$ cat src/rtl/dp_ram_arb_pkg.sv
// Shared defaults, index type and the per-port response tag for the dual-port RAM arbiter.
// Pure declarations: no latency, no flow control.
package dp_ram_arb_pkg;

    localparam int DEF_DATA_WIDTH = 2;
    localparam int DEF_ADDR_WIDTH = 2;
    localparam int DEF_NUM_REQ    = 4;
    localparam int IDX_W          = 3;

    typedef logic [IDX_W-1:0] idx_t;

    typedef struct packed {
        logic active;
        logic is_read;
        idx_t idx;
    } rsp_tag_t;

    // Successor of i in a ring of n requesters.
    function automatic idx_t wrap_inc(idx_t i, int n);
        return (int'(i) == n - 1) ? '0 : idx_t'(int'(i) + 1);
    endfunction

endpackage

$ cat src/rtl/dp_ram_arb_rr_pick.sv
// Rotating-priority finder: first set bit of mask searching upward from start, wrapping.
// Purely combinational; no backpressure.
module rr_pick
    import dp_ram_arb_pkg::*;
#(
    parameter int N = DEF_NUM_REQ
) (
    input  logic [N-1:0] mask,
    input  idx_t         start,
    output logic         found,
    output idx_t         idx
);

    function automatic idx_t rot(idx_t s, int k);
        int j;
        j = int'(s) + k;
        if (j >= N) begin
            j = j - N;
        end
        return idx_t'(j);
    endfunction

    always_comb begin
        found = 1'b0;
        idx   = '0;
        for (int k = 0; k < N; k++) begin
            for (int i = 0; i < N; i++) begin
                if (!found && mask[i] && (rot(start, k) == idx_t'(i))) begin
                    found = 1'b1;
                    idx   = idx_t'(i);
                end
            end
        end
    end

endmodule

$ cat src/rtl/dp_ram_arb.sv
// Round-robin arbiter mapping up to two of NUM_REQ requesters onto a dual-port RAM per cycle.
// Grant is combinational (req_ready); read data returns one cycle later; ungranted requests simply wait.
module dp_ram_arb
    import dp_ram_arb_pkg::*;
#(
    parameter int DATA_WIDTH = DEF_DATA_WIDTH,
    parameter int ADDR_WIDTH = DEF_ADDR_WIDTH,
    parameter int NUM_REQ    = DEF_NUM_REQ
) (
    input  logic                           clk,
    input  logic                           rst,
    input  logic [NUM_REQ-1:0]             req_valid,
    input  logic [NUM_REQ-1:0]             req_we,
    input  logic [NUM_REQ*ADDR_WIDTH-1:0]  req_addr,
    input  logic [NUM_REQ*DATA_WIDTH-1:0]  req_wdata,
    output logic [NUM_REQ-1:0]             req_ready,
    output logic [NUM_REQ-1:0]             rsp_valid,
    output logic [NUM_REQ*DATA_WIDTH-1:0]  rsp_rdata,
    output logic                           wea,
    output logic                           web,
    output logic                           rea,
    output logic                           reb,
    output logic [ADDR_WIDTH-1:0]          addra,
    output logic [ADDR_WIDTH-1:0]          addrb,
    output logic [DATA_WIDTH-1:0]          dina,
    output logic [DATA_WIDTH-1:0]          dinb,
    input  logic [DATA_WIDTH-1:0]          douta,
    input  logic [DATA_WIDTH-1:0]          doutb
);

    logic [ADDR_WIDTH-1:0] addr_arr  [NUM_REQ];
    logic [DATA_WIDTH-1:0] wdata_arr [NUM_REQ];

    idx_t                  rr_ptr;
    rsp_tag_t              tag_a;
    rsp_tag_t              tag_b;

    logic [NUM_REQ-1:0]    mask_a;
    logic [NUM_REQ-1:0]    mask_b;
    logic                  a_found;
    logic                  b_found;
    idx_t                  a_idx;
    idx_t                  b_idx;
    logic                  a_we;
    logic                  b_we;
    logic [ADDR_WIDTH-1:0] a_addr;
    logic [ADDR_WIDTH-1:0] b_addr;
    logic [DATA_WIDTH-1:0] a_wdata;
    logic [DATA_WIDTH-1:0] b_wdata;

    always_comb begin
        for (int i = 0; i < NUM_REQ; i++) begin
            addr_arr[i]  = req_addr[i*ADDR_WIDTH +: ADDR_WIDTH];
            wdata_arr[i] = req_wdata[i*DATA_WIDTH +: DATA_WIDTH];
        end
    end

    // Holding the mask at zero in reset keeps grants and RAM ports idle.
    assign mask_a = rst ? '0 : req_valid;

    rr_pick #(.N(NUM_REQ)) u_pick_a (
        .mask  (mask_a),
        .start (rr_ptr),
        .found (a_found),
        .idx   (a_idx)
    );

    always_comb begin
        a_we    = 1'b0;
        a_addr  = '0;
        a_wdata = '0;
        for (int i = 0; i < NUM_REQ; i++) begin
            if (a_idx == idx_t'(i)) begin
                a_we    = req_we[i];
                a_addr  = addr_arr[i];
                a_wdata = wdata_arr[i];
            end
        end
    end

    // Port B skips the A winner and anything touching A's address where a write is involved.
    always_comb begin
        mask_b = '0;
        for (int i = 0; i < NUM_REQ; i++) begin
            mask_b[i] = mask_a[i] && (a_idx != idx_t'(i)) &&
                        !((addr_arr[i] == a_addr) && (req_we[i] || a_we));
        end
    end

    rr_pick #(.N(NUM_REQ)) u_pick_b (
        .mask  (mask_b),
        .start (rr_ptr),
        .found (b_found),
        .idx   (b_idx)
    );

    always_comb begin
        b_we    = 1'b0;
        b_addr  = '0;
        b_wdata = '0;
        for (int i = 0; i < NUM_REQ; i++) begin
            if (b_idx == idx_t'(i)) begin
                b_we    = req_we[i];
                b_addr  = addr_arr[i];
                b_wdata = wdata_arr[i];
            end
        end
    end

    always_comb begin
        req_ready = '0;
        for (int i = 0; i < NUM_REQ; i++) begin
            req_ready[i] = (a_found && (a_idx == idx_t'(i))) ||
                           (b_found && (b_idx == idx_t'(i)));
        end
    end

    always_comb begin
        wea   = 1'b1;
        rea   = 1'b0;
        addra = '0;
        dina  = '0;
        if (a_found) begin
            wea   = ~a_we;
            rea   = ~a_we;
            addra = a_addr;
            dina  = a_we ? a_wdata : '0;
        end
    end

    always_comb begin
        web   = 1'b1;
        reb   = 1'b0;
        addrb = '0;
        dinb  = '0;
        if (b_found) begin
            web   = ~b_we;
            reb   = ~b_we;
            addrb = b_addr;
            dinb  = b_we ? b_wdata : '0;
        end
    end

    always_ff @(posedge clk) begin
        if (rst) begin
            rr_ptr <= '0;
            tag_a  <= '0;
            tag_b  <= '0;
        end else begin
            tag_a  <= '{active: a_found, is_read: a_found && !a_we, idx: a_idx};
            tag_b  <= '{active: b_found, is_read: b_found && !b_we, idx: b_idx};
            if (b_found) begin
                rr_ptr <= wrap_inc(b_idx, NUM_REQ);
            end else if (a_found) begin
                rr_ptr <= wrap_inc(a_idx, NUM_REQ);
            end
        end
    end

    // Gating with rst drops a read whose data would land in the first reset cycle.
    always_comb begin
        rsp_valid = '0;
        rsp_rdata = '0;
        for (int i = 0; i < NUM_REQ; i++) begin
            if (!rst && tag_a.active && tag_a.is_read && (tag_a.idx == idx_t'(i))) begin
                rsp_valid[i]                          = 1'b1;
                rsp_rdata[i*DATA_WIDTH +: DATA_WIDTH] = douta;
            end
            if (!rst && tag_b.active && tag_b.is_read && (tag_b.idx == idx_t'(i))) begin
                rsp_valid[i]                          = 1'b1;
                rsp_rdata[i*DATA_WIDTH +: DATA_WIDTH] = doutb;
            end
        end
    end

endmodule

$ cat config.mk
export PLATFORM = sky130hd
export DESIGN_NAME = dp_ram_arb
export DESIGN_NICKNAME = d
export VERILOG_FILES = /design/src/rtl/dp_ram_arb_pkg.sv /design/src/rtl/dp_ram_arb_rr_pick.sv /design/src/rtl/dp_ram_arb.sv
export SDC_FILE = /design/constraint.sdc
export NUM_CORES = 1
export LEC_CHECK = 0
export CAP_MARGIN = 20
export CORE_ASPECT_RATIO = 1.4
export CORE_UTILIZATION = 40
export CTS_CLUSTER_DIAMETER = 60
export DETAILED_ROUTE_END_ITERATION = 10
export MAX_ROUTING_LAYER = met4
export PLACE_DENSITY = 0.8
export REMOVE_ABC_BUFFERS = 1
export SYNTH_ARGS = -nofsm -noshare
export SYNTH_HDL_FRONTEND = slang
export SYNTH_SLANG_ARGS = --single-unit
export TNS_END_PERCENT = 1
$ cat constraint.sdc
create_clock -name clk -period 14.1 [get_ports clk]
set_input_delay 2.82 -clock clk [delete_from_list [all_inputs] [get_ports clk]]
set_output_delay 2.82 -clock clk [all_outputs]
set_load 0.01 [all_outputs]
==> results.md <==
- **final-layout fill cell count** 338
- **result of the run** finished, final reports clean
- **Die Ht** 75.5 um
- **Period Utilization, post-route** 0.788
- **Vias/cell** 5.63
- **Design Power** 0.237 mW
- **global route overflow** 0
- **mapped cell area** 1550 um2
- **maximum count of clock buffers along a single path** 2
- **number of buffers added by the clock tree synthesis step** 3
- **Worst EP arrival** 8300 ps
- **wire length of the first global-routing pass** 6660 um
- **initial antenna violation count** 0
- **final worst-path setup slack** 2980 ps
- **number of DRC violations after detailed-routing iteration 0** 42
- **Antenna Cells** 0
- **setup repair after global routing missed its margin** no
- **Die Footprint** 4120 um2
- **synthesized flop and latch total** 10
- **number of top-level pins** 58
- **share of synthesized area occupied by flip-flops and latches** 0.130
- **required time of the critical path** 11280 ps
- **Clock Skews** 1.19 ps
- **most used flip-flop cell after synthesis** dfxtp_1
- **fraction of layout instances using a drive strength above 1** 0.107
- **minimum clock period** 11120 ps
- **pre-CTS setup slack** 3070 ps
- **post-synth cell types** 46
- **Max rail drop VDD** 0.0000602 V
- **Port Buffer Count** 57
- **maximum number of pins on one net before global-route repair** 15
- **warning count from the yosys run** 0
- **leakage power figure** 0.830 nW
- **Mean Syn Cell Area** 7.36 um2
- **share of synthesized flip-flops with an asynchronous set or reset** 0
- **number of nets still failing antenna checks after routing** 0
- **critical path start-end classification** in -> out
- **standard cell core area** 3680 um2
- **number of instances in the synthesized netlist** 210
- **clock latency reported for the late side of the worst-skew pair** 220 ps
- **total cell area at the placement stage** 2100 um2
- **DR pass1 iterations** 4
- **final WL** 4180 um
- **post-CTS setup buffers** 0
- **ratio of total power to cell area** 111 nW/um2
- **cts-stage hold buffer count** 0
- **Clk pin slew, worst setup/hold paths** 40 ps
- **top fanout value on the critical path** 12
- **fin nets** 301
- **post-CTS resize count** 0
- **number of vias after detailed routing** 1706
- **element type at the critical path end** primary output
- **tightest slew margin relative to the limit** 0.552
- **slew at the pin with the worst max-slew slack** 671 ps
- **launching element type of the critical path** input port
- **WL per Instance** 13.8 um
- **path category of the worst min-delay check** reg -> reg
- **maximum clock frequency** 90.0 MHz
- **Die Wd** 54.5 um
- **maximum capacitance violations** 0
- **initial core utilization** 0.420
- **final hold slack** 667 ps
- **final HPWL from detailed placement** 3380 um
- **clock tree from TritonCTS** done
- **final setup TNS** 0 ps
- **Root Buffer** clkbuf_8
- **TritonCTS sink count** 10
- **number of enable-type register cells in the synthesized netlist** 0
- **final weighted congestion in routability-driven placement** 0.892
- **GRT Overall Usage** 0.226
- **Setup-failing EPs final** 0
- **vias in the first global route** 1617
- **Residual DRC** 0
- **Area Growth Syn to Fin** 38.4%
- **CTS H-Tree Depth** 1
- **number of standard-cell rows in the floorplan** 26
- **final standard cell area without fillers** 2140 um2
- **number of endpoints with negative hold slack in the final report** 0
- **max-slew violation count** 0
## registers in the layout (all words and copies together), names as in the netlist
signal  cells
tag_a       4
tag_b       4
rr_ptr      2
## cells in the mapped netlist (2+ instances only)
cell type   n  area [um2]
a211oi_1    7        52.6
inv_1       8        30.0
a22oi_1     4        30.0
and2_2      2        15.0
a21oi_1    24         120
and2b_2     2        17.5
o31ai_4     2        42.5
clkbuf_4    2        15.0
and2b_1     2        15.0
nor3b_1     3        22.5
nor2_1     39         146
nand2b_1    3        18.8
clkbuf_1    2        7.51
nand3_1     4        20.0
a21o_2      2        17.5
nor3_1      3        15.0
a21oi_2     2        17.5
a22o_1      8        70.1
and3_1      2        12.5
and2_1      2        12.5
mux2i_4     2        45.0
nand3b_1    4        30.0
a221oi_2    2        30.0
nor2b_1     4        25.0
buf_6       4        45.0
nand2_1    16        60.1
a22o_2      4        40.0
ha_1        8         100
dfxtp_1    10         200
o21ai_0    10        50.1
xnor2_1     8        70.1
## layout make-up
cell class / count / area (um2) / share of cell area
inverters: 9 / 33.8 / 0.0158
clock buffers: 3 / 41.3 / 0.0193
multi-input cells: 182 / 1240 / 0.580
flip-flops and latches: 10 / 200 / 0.0936
well taps: 42 / 52.6 / 0.0246
repair buffers: 57 / 571 / 0.267
## metrics by stage
step / instances / util
finish: 303 / 0.582
floorplan: 201 / -
global route: 303 / 0.582
global placement: 300 / 0.570
detailed placement: 300 / 0.570
CTS: 303 / 0.582
## cells in the final DEF (no fill, tap or decap), types with 2 or more instances in the layout
cell / Yosys / final
a211oi_1: 7 / 7
a21o_2: 2 / 2
a21oi_1: 24 / 24
a21oi_2: 2 / 2
a221oi_2: 2 / 2
a22o_1: 8 / 8
a22o_2: 4 / 4
a22oi_1: 4 / 4
and2_1: 2 / 2
and2_2: 2 / 2
and2b_1: 2 / 2
and2b_2: 2 / 2
and3_1: 2 / 2
clkbuf_8: 0 / 3
clkdlybuf4s50_1: 0 / 57
dfxtp_1: 10 / 10
ha_1: 8 / 8
inv_1: 8 / 8
mux2i_4: 2 / 2
nand2_1: 16 / 16
nand2b_1: 3 / 3
nand3_1: 4 / 4
nand3b_1: 4 / 4
nor2_1: 39 / 39
nor2b_1: 4 / 4
nor3_1: 3 / 3
nor3b_1: 3 / 3
o21ai_0: 10 / 10
o31ai_4: 2 / 2
xnor2_1: 8 / 8
## worst max-delay path, stage by stage
cell,delay [ps]
clkdlybuf4s50_1,540
nor3b_1,230
a211oi_1,70
nor2_1,90
o21ai_0,100
a21oi_1,330
ha_1,490
a21oi_1,160
a221oi_2,350
a21o_2,220
nor2_1,100
o31ai_4,310
o21ai_0,130
and3_1,230
a211o_1,250
ha_1,300
nand3b_1,200
a21oi_1,150
a21oi_1,60
o21ai_0,340
nand2_1,150
nor2_1,120
clkdlybuf4s50_1,540
## layer usage
layer  part of all wire  global-route usage
met5                  0                   -
met4              0.025              0.0997
met3              0.053              0.0279
met2               0.54               0.431
met1               0.38               0.217
## where the power goes
part | total (mW) | switching, mW | internal (mW)
Combinational | 0.168 | 0.0879 | 0.0802
Sequential | 0.0420 | 0.00664 | 0.0354
Clock | 0.0272 | 0.00876 | 0.0185
## logic make-up after synthesis
kind of cell    synth area share
compound gates             0.364
flops                      0.130
xor+xnor                  0.0453
fa+ha+maj                 0.0648
mux                       0.0291
simple gates               0.299
buf+inv                   0.0680
## path summary, 6_finish.rpt
kind | start | to | slack [ps] | cells past startpoint
setup reg to reg | rr_ptr[0] | tag_b[3] | 9310 | 20
setup / recovery | req_valid[2] | dinb[1] | 2980 | 23
hold / removal | rr_ptr[0] | rr_ptr[0] | 670 | 2
hold reg to reg | rr_ptr[0] | rr_ptr[0] | 670 | 2
Note: power is estimated with default switching activity, not from simulation.
